--- src/rtl/funciones_sweep_ctrl_if.sv ---
// Bundle between the sweep sequencer, the test controller and the function block.
// Carries sweep control/status, the abc/s1..s6 pair and the truth-table read port.
// master = sequencer side, slave = controller/function-block side.
interface funciones_sweep_ctrl_if;
    logic       start;
    logic       step_mode;
    logic       step;
    logic [2:0] abc_o;
    logic [5:0] s_i;
    logic       busy;
    logic       done;
    logic       pass;
    logic [7:0] fail_mask;
    logic [2:0] first_fail;
    logic [2:0] rd_addr;
    logic [5:0] rd_data;

    modport master (
        input  start, step_mode, step, s_i, rd_addr,
        output abc_o, busy, done, pass, fail_mask, first_fail, rd_data
    );

    modport slave (
        output start, step_mode, step, s_i, rd_addr,
        input  abc_o, busy, done, pass, fail_mask, first_fail, rd_data
    );
endinterface

--- src/rtl/funciones_sweep_ctrl.sv ---
// Sweeps {a,b,c} through 0..7, settles, captures s1..s6 and compares against a golden table.
// Latency: start in cycle T -> done in cycle T+1+8*(SETTLE_CYC+1); optional per-vector step pause.
// No backpressure: start is ignored unless idle, step only acts while paused after a sample.
module funciones_sweep_ctrl #(
    parameter int unsigned SETTLE_CYC = 2,
    parameter logic [47:0] EXPECTED   = 48'hDF689BC93DDC
) (
    input  logic                          clk,
    input  logic                          rst_n,
    funciones_sweep_ctrl_if.master        bus
);

    localparam logic [2:0] ST_IDLE      = 3'd0;
    localparam logic [2:0] ST_SETTLE    = 3'd1;
    localparam logic [2:0] ST_SAMPLE    = 3'd2;
    localparam logic [2:0] ST_WAIT_STEP = 3'd3;
    localparam logic [2:0] ST_DONE      = 3'd4;

    // Terminal value of the settle counter (counter runs 0..SETTLE_CYC-1).
    localparam logic [3:0] SETTLE_LAST = 4'(SETTLE_CYC - 1);

    logic [2:0] state;
    logic [2:0] idx;
    logic [3:0] settle_cnt;
    logic       step_lat;
    logic [2:0] abc_q;
    logic       pass_q;
    logic [7:0] fail_mask_q;
    logic [2:0] first_fail_q;
    logic [5:0] table_q [8];
    logic [5:0] exp_entry;
    logic       mismatch;

    // Golden entry for the vector currently being sampled.
    always_comb begin
        exp_entry = EXPECTED[6*int'(idx) +: 6];
        mismatch  = (bus.s_i != exp_entry);
    end

    // Sweep FSM: sequencing, capture, comparison and result registers.
    always_ff @(posedge clk or negedge rst_n) begin
        if (!rst_n) begin
            state        <= ST_IDLE;
            idx          <= 3'd0;
            settle_cnt   <= 4'd0;
            step_lat     <= 1'b0;
            abc_q        <= 3'd0;
            pass_q       <= 1'b0;
            fail_mask_q  <= 8'd0;
            first_fail_q <= 3'd0;
            for (int i = 0; i < 8; i++) table_q[i] <= 6'd0;
        end else begin
            case (state)
                ST_IDLE: begin
                    if (bus.start) begin
                        idx          <= 3'd0;
                        abc_q        <= 3'd0;
                        settle_cnt   <= 4'd0;
                        step_lat     <= bus.step_mode;
                        pass_q       <= 1'b0;
                        fail_mask_q  <= 8'd0;
                        first_fail_q <= 3'd0;
                        for (int i = 0; i < 8; i++) table_q[i] <= 6'd0;
                        state        <= ST_SETTLE;
                    end
                end
                ST_SETTLE: begin
                    if (settle_cnt == SETTLE_LAST) begin
                        settle_cnt <= 4'd0;
                        state      <= ST_SAMPLE;
                    end else begin
                        settle_cnt <= settle_cnt + 4'd1;
                    end
                end
                ST_SAMPLE: begin
                    table_q[idx] <= bus.s_i;
                    if (mismatch) begin
                        fail_mask_q[idx] <= 1'b1;
                        // First mismatch of the sweep: mask is still empty.
                        if (fail_mask_q == 8'd0) first_fail_q <= idx;
                    end
                    if (idx == 3'd7) begin
                        // Drop abc back to 0 here so vector 7 is held no longer than the others.
                        abc_q <= 3'd0;
                        state <= ST_DONE;
                    end else if (step_lat) begin
                        state <= ST_WAIT_STEP;
                    end else begin
                        idx   <= idx + 3'd1;
                        abc_q <= idx + 3'd1;
                        state <= ST_SETTLE;
                    end
                end
                ST_WAIT_STEP: begin
                    if (bus.step) begin
                        idx   <= idx + 3'd1;
                        abc_q <= idx + 3'd1;
                        state <= ST_SETTLE;
                    end
                end
                ST_DONE: begin
                    // fail_mask already includes the final sample's outcome.
                    pass_q <= (fail_mask_q == 8'd0);
                    abc_q  <= 3'd0;
                    state  <= ST_IDLE;
                end
                default: state <= ST_IDLE;
            endcase
        end
    end

    assign bus.abc_o      = abc_q;
    assign bus.busy       = (state != ST_IDLE);
    assign bus.done       = (state == ST_DONE);
    assign bus.pass       = pass_q;
    assign bus.fail_mask  = fail_mask_q;
    assign bus.first_fail = first_fail_q;
    assign bus.rd_data    = table_q[bus.rd_addr];

endmodule

--- src/flat_wrapper.sv ---
// flat-port wrapper written by rule: the top's interface ports become plain ports
module funciones_sweep_ctrl_flat 
#(
    parameter int unsigned SETTLE_CYC = 2,
    parameter logic [47:0] EXPECTED   = 48'hDF689BC93DDC
)
  (clk, rst_n, bus_start, bus_step_mode, bus_step, bus_s_i, bus_rd_addr, bus_abc_o, bus_busy, bus_done, bus_pass, bus_fail_mask, bus_first_fail, bus_rd_data);
  funciones_sweep_ctrl_if bus_i ();
  input  logic clk;
  input  logic rst_n;
  input wire logic [$bits(bus_i.start)-1:0] bus_start;
  input wire logic [$bits(bus_i.step_mode)-1:0] bus_step_mode;
  input wire logic [$bits(bus_i.step)-1:0] bus_step;
  input wire logic [$bits(bus_i.s_i)-1:0] bus_s_i;
  input wire logic [$bits(bus_i.rd_addr)-1:0] bus_rd_addr;
  output wire logic [$bits(bus_i.abc_o)-1:0] bus_abc_o;
  output wire logic [$bits(bus_i.busy)-1:0] bus_busy;
  output wire logic [$bits(bus_i.done)-1:0] bus_done;
  output wire logic [$bits(bus_i.pass)-1:0] bus_pass;
  output wire logic [$bits(bus_i.fail_mask)-1:0] bus_fail_mask;
  output wire logic [$bits(bus_i.first_fail)-1:0] bus_first_fail;
  output wire logic [$bits(bus_i.rd_data)-1:0] bus_rd_data;
  assign bus_i.start = bus_start;
  assign bus_i.step_mode = bus_step_mode;
  assign bus_i.step = bus_step;
  assign bus_i.s_i = bus_s_i;
  assign bus_i.rd_addr = bus_rd_addr;
  assign bus_abc_o = bus_i.abc_o;
  assign bus_busy = bus_i.busy;
  assign bus_done = bus_i.done;
  assign bus_pass = bus_i.pass;
  assign bus_fail_mask = bus_i.fail_mask;
  assign bus_first_fail = bus_i.first_fail;
  assign bus_rd_data = bus_i.rd_data;
  funciones_sweep_ctrl #(.SETTLE_CYC(SETTLE_CYC), .EXPECTED(EXPECTED)) u_core (.clk(clk), .rst_n(rst_n), .bus(bus_i));
endmodule
--- config.mk ---
export PLATFORM = sky130hd
export DESIGN_NAME = funciones_sweep_ctrl_flat
export DESIGN_NICKNAME = d
export VERILOG_FILES = /design/src/rtl/funciones_sweep_ctrl_if.sv /design/src/rtl/funciones_sweep_ctrl.sv /design/src/flat_wrapper.sv
export SDC_FILE = /design/constraint.sdc
export NUM_CORES = 1
export LEC_CHECK = 0
export ABC_CLOCK_PERIOD_IN_PS = 2100
export CAP_MARGIN = 20
export CORE_MARGIN = 4
export CORE_UTILIZATION = 45
export DETAILED_ROUTE_END_ITERATION = 12
export GPL_ROUTABILITY_DRIVEN = 0
export GPL_TIMING_DRIVEN = 0
export PLACE_DENSITY = 0.68
export SLEW_MARGIN = 10
export SYNTH_ARGS = -nofsm -noshare
export SYNTH_HDL_FRONTEND = slang
export SYNTH_SLANG_ARGS = --single-unit
--- constraint.sdc ---
create_clock -name clk -period 2.1 [get_ports clk]
set_input_delay 0.21 -clock clk [delete_from_list [all_inputs] [get_ports clk]]
set_output_delay 0.21 -clock clk [all_outputs]
set_load 0.1 [all_outputs]
Yosys cells after proc, flatten, opt, wreduce, memory -nomap -nowiden
Cells that the tools add are included.
Word-level totals
  word-level logic and storage cells: 96
  bits in registers: 74
Cells by class
  add/sub/neg operators: 2
  $mul: 1
  multiplexer cells: 34
  $lt $le $gt $ge: 5
  equal/unequal tests: 15
  bitwise operators: 3
  reduce and logical (&&, ||, !) cells: 19
  shift-type cells: 1
Operators with widths (count)
  one-hot mux 48 bit (2 select lines): 1
  bitwise mux 48 bit: 1
  two-way mux 48 bit: 1
  variable part select 48 x 32 -> 6 bit (first input constant): 1
  two-way mux 3 bit: 11
  one-hot mux 3 bit (4 select lines): 2
  binary-select mux 6 bit (select 3 bit): 1
  demux 6 bit (select 3 bit): 1
  two-way mux 6 bit: 3
  two-way mux 8 bit: 2
  one-hot mux 8 bit (2 select lines): 1
  one-hot mux 3 bit (3 select lines): 1
  >= comparator 4 bit (second input constant): 2
  logical NOT 8 bit: 1
  two-way mux 4 bit: 2
  inequality test 2 bit (second input constant): 4
  inverter 3 -> 4 bit: 2
  bitwise OR 8 bit: 1
  one-hot mux 4 bit (2 select lines): 1
  AND reduction 2 bit: 4
  AND reduction 4 bit: 2
  == test 3 x 2 -> 1 bit (second input constant): 2
  == test 3 bit (second input constant): 2
  inequality test 2 x 1 -> 1 bit (second input constant): 3
  22 further kinds: 28

Depth between registers and ports, before layout
  depth in word-level cells: 7
  gate-level depth with buffers: 7

Least setup slack after synthesis
OpenSTA, ideal clock, no wires.
  path type: reg-to-reg
  start: register u_core.idx[0]
  end: register u_core.first_fail_q[0] (netlist: u_core.bus.first_fail[0])
  setup time: 80 ps
  data arrival time: 1839 ps
  cell stages (with the launch flop): 8
  slack: 181 ps
  data required time: 2020 ps
  path buffers: 0
  cells stage by stage: dfrtp_1 > inv_1 > ha_1 > xor2_1 > a211oi_1 > o32ai_2 > o21ai_4 > mux2i_1
On the way
  longest elaborated chain between the ends: 5
  elaborated cells on any way between the ends: 8
  those cells by class: mul: 1; eq/ne: 2; shift: 1; mux: 3; reduce/logical: 1
RTL lines
  start: declaration: line funciones_sweep_ctrl.sv:23  | logic [2:0] idx;
  start signal: assignment: line funciones_sweep_ctrl.sv:89  | idx <= idx + 3'd1;
  start signal: assignment: line funciones_sweep_ctrl.sv:96  | idx <= idx + 3'd1;
  multiplier 2 x 3 -> 5 bit: line funciones_sweep_ctrl.sv:36  | exp_entry = EXPECTED[6*int'(idx) +: 6];
  variable part select 48 x 32 -> 6 bit: line funciones_sweep_ctrl.sv:36
  inequality test 6 bit: line funciones_sweep_ctrl.sv:37  | mismatch = (bus.s_i != exp_entry);
  inequality test 2 x 1 -> 1 bit (no line)
  AND reduction 4 bit (no line)
  end signal: assignment: line funciones_sweep_ctrl.sv:80  | if (fail_mask_q == 8'd0) first_fail_q <= idx;
  end: declaration: line funciones_sweep_ctrl.sv:29  | logic [2:0] first_fail_q;
Several ways; a longest one is shown, not always the timed one. The select of a mux whose other input is x is not followed.
A chain may end at the register's enable or synchronous reset.

Worst setup path after layout
  start: input port bus_rd_addr[1]
  end: output port bus_rd_data[0]
On the way
  longest elaborated chain between the ends: 4
RTL lines
  start: declaration: line flat_wrapper.sv:15  | input wire logic [$bits(bus_i.rd_addr)-1:0] bus_rd_addr;
  inverter 3 -> 4 bit (implied by the code): line funciones_sweep_ctrl.sv:118  | assign bus.rd_data = table_q[bus.rd_addr];
  binary-select mux 6 bit (select 3 bit): line funciones_sweep_ctrl.sv:118
  two-way mux 6 bit (implied by the code) (2 in series): line funciones_sweep_ctrl.sv:118
  end: declaration: line flat_wrapper.sv:22  | output wire logic [$bits(bus_i.rd_data)-1:0] bus_rd_data;
Every way passes these cells. The select of a mux whose other input is x is not followed.

==> flow_results.org <==
** CTS
- Clock-pin slew was measured on the worst setup and hold paths at 80 ps.
- The clock tree synthesis step divided the H-tree into 3 levels.
- Clock latency on the worst-skew pair, taken at its later pin, is 350 ps.
- TritonCTS built the clock tree.
- For this design, the sink count on the clock tree is 74.
- The cell sitting at the root of the clock tree is a sky130_fd_sc_hd__clkbuf_8.
- Number of clock buffers inserted by TritonCTS :: 9
- In this run the deepest clock path goes through 2 buffers.

** Setup path
- Category of the most critical setup path :: in2out
- Max FO, Critical Path :: 10
- The cell that appears most often on the critical path is sky130_fd_sc_hd__buf_4.
- Sequence of cells on the critical path :: clkdlybuf4s50_1 -> buf_4 -> mux4_2 -> mux2_2 -> buf_4
- The worst setup path is launched from an input pin.
- The number of buffers and inverters on the critical path is 3.
- Nature of the critical path endpoint :: output pin
- Critical Path Slowest Stage Cell :: sky130_fd_sc_hd__clkdlybuf4s50_1
- On the worst path, the slowest cell contributes a delay of 520 ps.
- Arrival @ worst endpoint :: 1840 ps
- Cell family contributing the most delay on the critical path :: buffers and inverters
- Data on the critical path is required at its endpoint by 1890 ps.

** Floorplan
- Chip width :: 99.3 µm
- The core region is 0.00818 mm².
- In this run the vertical extent of the chip is 99.3 µm.
- Initial Utilization :: 0.459
- Cell row count :: 33
- Die outline area :: 0.00987 mm²
- For this design the top-level I/O count stands at 37.

** Synthesis
- Netlist cell types :: 41
- Counting instances in the post-synthesis netlist gives the leading cell types as sky130_fd_sc_hd__nand2_1, sky130_fd_sc_hd__dfrtp_1, sky130_fd_sc_hd__o21ai_0.
- Counting flops with a built-in enable in the synthesized netlist gives 0.
- In the synthesized netlist the async set-or-reset flop fraction comes to 1.00.
- The most used flip-flop cell after synthesis is sky130_fd_sc_hd__dfrtp_1.
- Area contributors post-synth :: sky130_fd_sc_hd__dfrtp_1, sky130_fd_sc_hd__nand2_1, sky130_fd_sc_hd__o21ai_0
- The synthesized design contains 74 register bits.
- Syn_area_per_cell :: 9.55 µm²
- Of the post-synthesis cell area, the dominant cell type holds 0.493.
- The share of the Yosys chip area taken by registers is 0.493.
- Cell area after synthesis :: 0.00375 mm²
- Net count after synthesis :: 417
- Yosys instantiated no cell more often than sky130_fd_sc_hd__nand2_1.
- Synthesis produced 393 cells.
- sky130_fd_sc_hd__dfrtp_1 takes more of the synthesized area than any other cell.
- Number of synthesis warnings :: 0

** Detailed routing
- The detailed router finished its first iteration with 239 violations.
- Average via count per standard cell :: 5.38
- Wire length on met1 :: 3.96 mm
- Wire length on met2 :: 4.53 mm
- Highest metal layer with signal wires :: met4
- The pre-antenna-repair detailed-routing pass consisted of 4 iterations.
- Number of nets still failing antenna checks after routing :: 0
- Routed WL :: 8.97 mm
- Detailed routing inserted a total of 2,953 vias.
- In the final routed layout, each cell accounts on average for 16.3 µm.
- In the detailed route, the total length drawn on met3 is 410 µm.
- DRC violations left :: 0

** Status
- Run status :: complete, no violations

** Power
- IR drop worst, VDD :: 1110 µV
- Summed over all cells, the static leakage comes to 0.00222 µW.
- Cell area power density :: 1390 mW/mm²

** Cells and area
- Area added between synthesis and finish :: 19.9%
- Final antenna diode count :: 0
- Fraction of layout cells with a size suffix above 1 :: 0.185
- Total Nets Final :: 463
- Share of the core filled with cells :: 0.551

** STA
- Max-Slew Margin vs Limit :: 0.351
- For the final database, setup skew stands at 9.11 ps.
- For the pin with the worst max-slew slack, the measured transition is 971 ps.
- Worst hold margin :: 208 ps
- Final count of negative-setup-slack endpoints :: 0
- The number of hold-slack violations in the final timing report came to 0.
- Timing-limited maximum frequency :: 489 MHz
- Shortest clock period the worst path allows after layout :: 2050 ps
- Setup repair after global routing left no endpoint under its margin.
- The final number of max-transition violations came to 0.
- In the finished design, the share of the clock period the worst path needs comes to 0.974.

** Worst hold path
- The path class of the tightest hold or removal check is in2reg.

** Global routing
- Entering global routing, the biggest net connects 42 pins.
- The first global-routing pass estimated 15.5 mm of wire.
- In the global route stage, overall resource usage came out at 0.197.
- Antenna violations before repair :: 0
- The number of global-route vias before repair is 3,068.
- Total overflow reported by the global router :: 0

** Placed design
- Port buffering added 32 buffers.
- Detailed-placement wirelength estimate :: 6.34 mm

** Flow run
- The tool flagged a number of max-cap violations equal to 0.
power breakdown:
| group | total [µW] | internal (µW) | switching [µW] |
|---|---|---|---|
| registers | 2140 | 1860 | 284 |
| clock network | 1230 | 698 | 535 |
| logic | 2880 | 845 | 2040 |
registers in the layout, indices dropped and copies added (netlist names):
register               flops
u_core.bus.first_fail      3
u_core.state               3
u_core.settle_cnt          4
u_core.table_q            48
u_core.step_lat            1
u_core.bus.pass            1
u_core.bus.fail_mask       8
u_core.idx                 3
u_core.bus.abc_o           3
path summary, 6_finish.rpt:
path	depth (start not counted)	end	from	slack, ps
worst max-delay path	5	bus_rd_data[0]	bus_rd_addr[1]	50
worst min-delay path	3	u_core.table_q[36]$_DFFE_PN0P_	bus_s_i[0]	210
worst max register to register	7	u_core.bus.first_fail[1]$_DFFE_PN0P_	u_core.idx[1]$_DFFE_PN0P_	110
worst min register to register	2	u_core.bus.fail_mask[1]$_DFFE_PN0P_	u_core.bus.fail_mask[1]$_DFFE_PN0P_	500
max in group asynchronous	3	u_core.bus.fail_mask[5]$_DFFE_PN0P_	rst_n	1170
min in group asynchronous	2	u_core.table_q[6]$_DFFE_PN0P_	rst_n	370
repair_timing:
item / 4_1_cts / 5_1_grt
setup buffers: 1 / 0
hold endpoints to repair: 33 / 0
hold buffers: 1 / 0
pin swaps: 0 / 0
endpoints found under the setup margin: 24 / 21
gates resized for setup: 56 / 18
tightest hold or removal path, cell delays in order:
cell,delay [ps]
sky130_fd_sc_hd__buf_2,170
sky130_fd_sc_hd__nand2_1,70
sky130_fd_sc_hd__o21ai_0,70
area by class of cell:
cell class	instances	area, µm²
plain buffers	26	166
clock buffers	11	141
clock inverters	5	77.6
fillers	743	3670
inverters	11	41.3
multi-input cells	282	1740
flip-flops and latches	74	1860
well taps	105	131
repair buffers	35	349
per-layer routing:
| metal | up-vias | global-route usage |
|---|---|---|
| li1 | 1421 | - |
| met1 | 1446 | 0.257 |
| met2 | 77 | 0.336 |
| met3 | 9 | 0.0407 |
| met4 | 0 | 0.0546 |
| met5 | - | 0 |
metrics by stage:
| stage | setup TNS (ps) | power [µW] | cell area [µm²] | setup slack [ps] | instances |
|---|---|---|---|---|---|
| after global placement | -138080 | 4940 | 4210 | -1770 | 530 |
| after global routing | 0 | 6650 | 4500 | 4.36 | 549 |
| after CTS | 0 | 6270 | 4470 | 0.342 | 549 |
| final | 0 | 6260 | 4500 | 54.9 | 549 |
| after floorplan | 0 | 4290 | 3750 | 181 | 393 |
| after detailed placement | -8220 | 5020 | 4220 | -1110 | 531 |
placed cells by master (no fill, tap or decap), types with 9 or more instances in the layout:
| cell | instances |
|---|---|
| sky130_fd_sc_hd__clkbuf_8 | 11 |
| sky130_fd_sc_hd__mux4_2 | 12 |
| sky130_fd_sc_hd__clkdlybuf4s50_1 | 9 |
| sky130_fd_sc_hd__nand2_1 | 128 |
| sky130_fd_sc_hd__buf_2 | 18 |
| sky130_fd_sc_hd__inv_1 | 9 |
| sky130_fd_sc_hd__buf_4 | 10 |
| sky130_fd_sc_hd__dfrtp_1 | 71 |
| sky130_fd_sc_hd__ha_1 | 10 |
| sky130_fd_sc_hd__and3_1 | 11 |
| sky130_fd_sc_hd__o21ai_0 | 70 |
cells by family after synthesis:
| logic type | Yosys count | share of synthesized area |
|---|---|---|
| buffers and inverters | 37 | 0.0517 |
| DFF | 74 | 0.493 |
| adders and majority gates | 10 | 0.0333 |
| AOI/OAI and AO/OA | 82 | 0.121 |
| and+or+nand+nor | 163 | 0.187 |
| muxes | 23 | 0.104 |
| xor gates and xnor gates | 4 | 0.00934 |
No activity file was read; power rests on OpenSTA's default activity.
